--- config.mk ---
export PLATFORM = sky130hd
export DESIGN_NAME = counter_access_arbiter
export DESIGN_NICKNAME = d
export VERILOG_FILES = /design/src/rtl/counter_access_arbiter.sv
export SDC_FILE = /design/constraint.sdc
export NUM_CORES = 1
export LEC_CHECK = 0
export CAP_MARGIN = 20
export CORE_MARGIN = 2
export CORE_UTILIZATION = 36
export DETAILED_ROUTE_END_ITERATION = 12
export PLACE_DENSITY = 0.79
export SYNTH_ARGS = -nofsm -noshare
export SYNTH_HDL_FRONTEND = slang
export SYNTH_SLANG_ARGS = --single-unit
--- constraint.sdc ---
create_clock -name clk -period 1.3 [get_ports clk]
set_clock_uncertainty 0.1 [all_clocks]
set_input_delay 0.195 -clock clk [delete_from_list [all_inputs] [get_ports clk]]
set_output_delay 0.195 -clock clk [all_outputs]
set_load 0.1 [all_outputs]
--- src/rtl/counter_access_arbiter.sv ---
// counter_access_arbiter
// Shares one 3-bit load/increment counter between two requesters.
// Requests are served one at a time, round-robin on contention, and an
// increment is refused (nack) instead of issued when the counter already
// sits at SAT_VALUE.
//
// Handshake: a requester raises reqN with opN/dataN stable and holds them
// until it sees a one-cycle gntN (operation performed) or nackN (increment
// refused). Requests are sampled only in IDLE; a transaction takes IDLE ->
// ISSUE -> RESPOND, so ld/inc appear one cycle after sampling and gnt/nack
// one cycle after that, when data_out already shows the new counter value.
module counter_access_arbiter #(
  parameter logic [2:0] SAT_VALUE = 3'h7
) (
  input  logic       clk,
  input  logic       rst,
  input  logic       req0,
  input  logic       op0,
  input  logic [2:0] data0,
  output logic       gnt0,
  output logic       nack0,
  input  logic       req1,
  input  logic       op1,
  input  logic [2:0] data1,
  output logic       gnt1,
  output logic       nack1,
  output logic       ld,
  output logic       inc,
  output logic [2:0] data_in,
  input  logic [2:0] data_out,
  output logic       busy
);

  typedef enum logic [1:0] {
    IDLE    = 2'd0,
    ISSUE   = 2'd1,
    RESPOND = 2'd2
  } state_t;

  state_t     state_q, state_d;
  logic       prio_q, prio_d;        // port preferred on contention
  logic       sel_q, sel_d;          // port being served
  logic       op_q, op_d;            // 1 = load, 0 = increment
  logic [2:0] data_q, data_d;        // latched load value
  logic       refused_q, refused_d;  // increment refused at saturation
  logic [2:0] data_in_q, data_in_d;  // data_in holds its last load value

  // Next-state and output decode for the IDLE/ISSUE/RESPOND sequence.
  always_comb begin
    state_d   = state_q;
    prio_d    = prio_q;
    sel_d     = sel_q;
    op_d      = op_q;
    data_d    = data_q;
    refused_d = refused_q;
    data_in_d = data_in_q;
    ld        = 1'b0;
    inc       = 1'b0;
    data_in   = data_in_q;
    gnt0      = 1'b0;
    gnt1      = 1'b0;
    nack0     = 1'b0;
    nack1     = 1'b0;

    unique case (state_q)
      IDLE: begin
        if (req0 || req1) begin
          // Single requester wins outright; on contention the pointer decides.
          sel_d     = (req0 && req1) ? prio_q : req1;
          op_d      = sel_d ? op1 : op0;
          data_d    = sel_d ? data1 : data0;
          refused_d = 1'b0;
          state_d   = ISSUE;
        end
      end
      ISSUE: begin
        if (op_q) begin
          // Loads are always allowed, even at saturation.
          ld        = 1'b1;
          data_in   = data_q;
          data_in_d = data_q;
        end else if (data_out != SAT_VALUE) begin
          inc = 1'b1;
        end else begin
          refused_d = 1'b1;
        end
        state_d = RESPOND;
      end
      RESPOND: begin
        if (refused_q) begin
          nack0 = ~sel_q;
          nack1 = sel_q;
        end else begin
          gnt0 = ~sel_q;
          gnt1 = sel_q;
        end
        // Served port loses priority whether it was granted or refused.
        prio_d  = ~sel_q;
        state_d = IDLE;
      end
      default: state_d = IDLE;
    endcase
  end

  assign busy = (state_q != IDLE);

  // State and latched-transaction registers; reset abandons any transaction.
  always_ff @(posedge clk) begin
    if (!rst) begin
      state_q   <= IDLE;
      prio_q    <= 1'b0;
      sel_q     <= 1'b0;
      op_q      <= 1'b0;
      data_q    <= 3'h0;
      refused_q <= 1'b0;
      data_in_q <= 3'h0;
    end else begin
      state_q   <= state_d;
      prio_q    <= prio_d;
      sel_q     <= sel_d;
      op_q      <= op_d;
      data_q    <= data_d;
      refused_q <= refused_d;
      data_in_q <= data_in_d;
    end
  end

endmodule

== After elaboration in Yosys (flattened, before gate mapping) ==
Cells that the tools add are included.
Word-level totals
  output and inout bits: 10
  bits in registers: 12
Operators by class
  multiplexer cells: 24
  bitwise gates (word level): 1
  equality and inequality tests: 6
  reduce and logical (&&, ||, !) cells: 7
Operator list (count)
  2-to-1 mux 1 bit: 18
  2-to-1 mux 3 bit: 3
  != test 2 bit (second input constant): 3
  one-hot mux 2 bit (2 select lines): 1
  AND reduction 4 bit: 1
  nonzero test 2 bit: 2
  != test 3 bit (second input constant): 1
  equality test 2 x 1 -> 1 bit (second input constant): 1
  equality test 2 bit (second input constant): 1
  zero test 2 bit: 1
  2-to-1 mux 2 bit: 1
  one-hot mux 1 bit (2 select lines): 1
  AND reduction 2 bit: 1
  logical AND 1 bit: 1
  logical OR 1 bit: 1
  inverter 1 bit: 1

== Depth between registers and ports, before layout ==
  depth after elaboration: 4
  gate-level depth with buffers: 4
  mapped depth without buffers: 4

== Worst setup path before layout ==
OpenSTA, ideal clock, no wires.
  path kind: register to output
  start point: register state_q[0]
  end point: output gnt0
  setup slack: -1.544 ns
  cell stages (with the launch flop): 3
  buffers on the path: 0
  required time: 1.005 ns
  arrival time: 2.549 ns
  path through: dfxtp_1 > nand2b_1 > nor3_1
On the way
  longest elaborated chain between the ends: 2
RTL lines
  from (decl): RTL line 40  | state_t state_q, state_d;
  from (signal assigned): RTL line 118  | state_q <= state_d;
  equality test 2 bit: RTL line 65  | unique case (state_q)
  2-to-1 mux 1 bit: RTL line 65
  to (decl): RTL line 20  | output logic gnt0,
No other way between the ends.

== Worst setup path after layout ==
  start point: register state_q[1]
  end point: output data_in[1]
On the way
  longest elaborated chain between the ends: 2
RTL lines
  equality test 2 x 1 -> 1 bit: RTL line 65
  2-to-1 mux 3 bit: RTL line 65
  to (decl): RTL line 29  | output logic [2:0] data_in,
No other way between the ends.

==> out/qor.csv <==
stage,metric,value,unit
sta,FMAX,605.9,MHz
yosys,Mapped Nets,78,
cts,CTS sink count,12,
global_route,first-pass GRT wire length,2898,microns
yosys,Syn Inst Count,63,
cells_and_area,filler instances,96,
cts,Clock Tree Buf Depth,2,
yosys,"EDFF count, synth",0,
global_route,largest net degree at the start of global routing,12,
worst_hold_path,Hold EP,state_q[1],
detailed_routing,final wirelength,1781,microns
detailed_routing,via count,642,
yosys,register area share after synthesis,40.08,%
detailed_routing,vias per cell,5.306,
yosys,Seq cells post-synth,12,
sta,Final Setup Violations,17,
sta,PnR worst setup slack,-0.3504,ns
detailed_routing,top layer in use,met4,
critical_path,worst path arrival time,1.36,ns
placement,Cells after DPL,113,
run_status,violated checks,negative setup slack,
sta,Slew HR,78.31,%
detailed_routing,DRC,0,
floorplan,core area,0.001541,sq mm
critical_path,worst setup path class,flop to primary output,
cts,clk_lat worst skew,0.28,ns
placement,GPL Wtd Cong,0.7213,
detailed_routing,met2 routed wirelength,933,microns
detailed_routing,wire length on met3,80,microns
yosys,largest area contributor in the netlist,dfxtp_1,
yosys,Avg Inst Size Synth,9.513,sq um
pwr,pwr/cell area,944.0,mW/mm^2
detailed_routing,initial drt markers,14,
cells_and_area,antenna cell count,0,
sta,RSZ-0062 raised after global routing,yes,
sta,crit path time final,1.650,ns
yosys,most common cell in the synthesized netlist,dfxtp_1,
cells_and_area,Area Growth Syn to Fin,102.5,%
yosys,Yosys cell types,20,
detailed_routing,ANT nets after route,0,
sta,Worst Tran Pin Value,0.3243,ns
run_status,status,"complete, but fails checks",
critical_path,Critical Path End Type,primary output,
cts,clk root buf,clkbuf_4,
yosys,predominant post-synthesis flop cell,dfxtp_1,
flow_run,Max-Cap Viols,0,
yosys,Ys Warns,0,
critical_path,CP max stage cell,dfxtp_4,
critical_path,capture point of the worst reg-to-reg path,op_q,
cts,TritonCTS Buffers,3,
yosys,cell area after synthesis,599.3,sq um
floorplan,die width,44.80,microns
cts,"CTS clk-pin slew, worst paths",0.08,ns
critical_path,critical-path cell list,nand3b_4 > mux2_4 > buf_12,
cells_and_area,fraction of layout cells with a size suffix above 1,47.62,%
critical_path,worst endpoint required time,1.00,ns
placement,port bufs,24,
global_route,antenna violations before repair,0,
critical_path,R2R Setup Slk,-0.16,ns
sta,max-slew violation count,0,
worst_hold_path,hold path startpoint,state_q[1],
floorplan,Die ar.,0.002007,sq mm
critical_path,FF-to-FF Start,state_q[1],
global_route,Overflow after GRT,0,
cts,Hold Buf Count CTS,0,
pwr,VDD IR-drop max,0.7571,mV
cts,CTS tree,yes,
sta,post-route clock period utilization,127.0,%
detailed_routing,metal1 wirelength,741,microns
floorplan,site row count,14,
floorplan,Initial Utilization,38.88,%
detailed_routing,Routed WL per cell,14.72,microns
pwr,Lkg Pwr,0.5343,nW
sta,Final Hold Vio Count,0,
critical_path,CP max stage delay,0.37,ns
cts,H-Tree Depth,1,
cells_and_area,final non-filler cell total,121,
pwr,overall power,1.146,mW
yosys,async set or reset register ratio after synthesis,0,%
floorplan,Die Span Y,44.80,microns
worst_hold_path,hold-critical path depth,1,
detailed_routing,total iterations of the first detailed-routing run,4,
worst_hold_path,Hold Crit Class,flop to flop,
sta,final hold slack,0.3743,ns
yosys,"top cells by count, synth","dfxtp_1, and3_1, nor2_1",
critical_path,R2R cell count,6,
critical_path,crit start category,flop,
critical_path,worst-path fanout max,7,
global_route,vias in the first global route,667,
placement,hpwl dp,1252,microns
yosys,Area contributors post-synth,"dfxtp_1, mux2_4, o311a_1, and3_1, a21boi_0",
cells_and_area,nets,121,
floorplan,Ports,25,
yosys,Synth top area share,40.08,%
global_route,GRT Resource Usage Total,20.50,%
## state kept, by name, indices dropped and copies added (netlist names)
register / count
data_in_q: 3
data_q: 3
state_q: 2
op_q: 1
prio_q: 1
refused_q: 1
sel_q: 1
## layer usage
layer  vias to the layer above  global-route usage [%]
met3                         4                   8.000
met5                         -                       0
met2                        18                   35.36
li1                        314                       -
met1                       306                   22.22
met4                         0                   8.824
## stage by stage
stage / area [sq um] / utilization, % / TNS [ns] / setup slack [ns]
2_1_floorplan: 660.6 / - / -2.216 / -0.2815
3_3_place_gp: 1100 / 71.35 / -1.574 / -0.2230
3_5_place_dp: 1100 / 71.35 / -1.853 / -0.2519
4_1_cts: 1191 / 77.27 / -2.982 / -0.3535
5_1_grt: 1214 / 78.73 / -4.270 / -0.3851
6_report: 1214 / 78.73 / -3.464 / -0.3504
## cell type report
| cell class | count | area (sq um) | area share, % |
|---|---|---|---|
| clock buffers | 4 | 36.28 | 2.990 |
| inverters | 3 | 18.77 | 1.546 |
| multi-input cells | 47 | 417.9 | 34.43 |
| flip-flops and latches | 12 | 249.0 | 20.52 |
| well taps | 16 | 20.02 | 1.649 |
| repair buffers | 39 | 471.7 | 38.87 |
## placed cells by master (no fill, tap or decap), drive strengths merged
cell,synthesis,final
o21ai,2,2
nand3,1,1
clkdlybuf4s50,0,14
clkinvlp,0,2
nor2,5,5
o21bai,4,4
mux2,3,3
a21oi,3,3
buf,0,25
nand2,1,1
nor3b,4,4
clkbuf,1,4
nor3,1,1
and2,4,4
inv,3,1
dfxtp,12,12
nor2b,2,2
nand2b,2,2
and3,6,6
o311a,4,4
a21boi,4,4
nand3b,1,1
## critical path, delay by kind of cell, from the launching register on
kind | cells | cell delay, ns
mux | 1 | 0.34
buf+inv | 1 | 0.17
simple gates | 1 | 0.19
flops | 1 | 0.37
## worst max-delay path by stage
stage                     from    endpoint  slack, ns  cells past startpoint
floorplan           state_q[0]        gnt0      -0.28                      2
global route        state_q[1]  data_in[1]      -0.39                      3
finish              state_q[1]  data_in[1]      -0.35                      3
detailed placement        req1        op_q      -0.25                      3
CTS                 state_q[1]  data_in[1]      -0.35                      3
global placement          req0        op_q      -0.22                      4
## report_power, final
group          switching [mW]  internal, mW  leakage, nW
combinational           0.209         0.207        0.413
sequential             0.0274         0.393        0.100
clock                   0.139         0.171       0.0210
total                   0.376         0.770        0.534
## what timing repair did
action / 4_1_cts / 5_1_grt
setup endpoints to repair: 14 / 16
buffers inserted: 3 / 1
pin swaps: 9 / 3
gates resized for setup: 8 / 4
## cells by family (layout without fill, tap and decap cells)
logic type             Yosys count  after routing  share of synthesized area [%]
AND/OR/NAND/NOR                 27             27                          28.39
AO/OA/AOI/OAI                   17             17                          21.50
flip-flops                      12             12                          40.08
buffers and inverters            4             46                          2.504
multiplexers                     3              3                          7.515
Power figures use the tool's default switching activity.
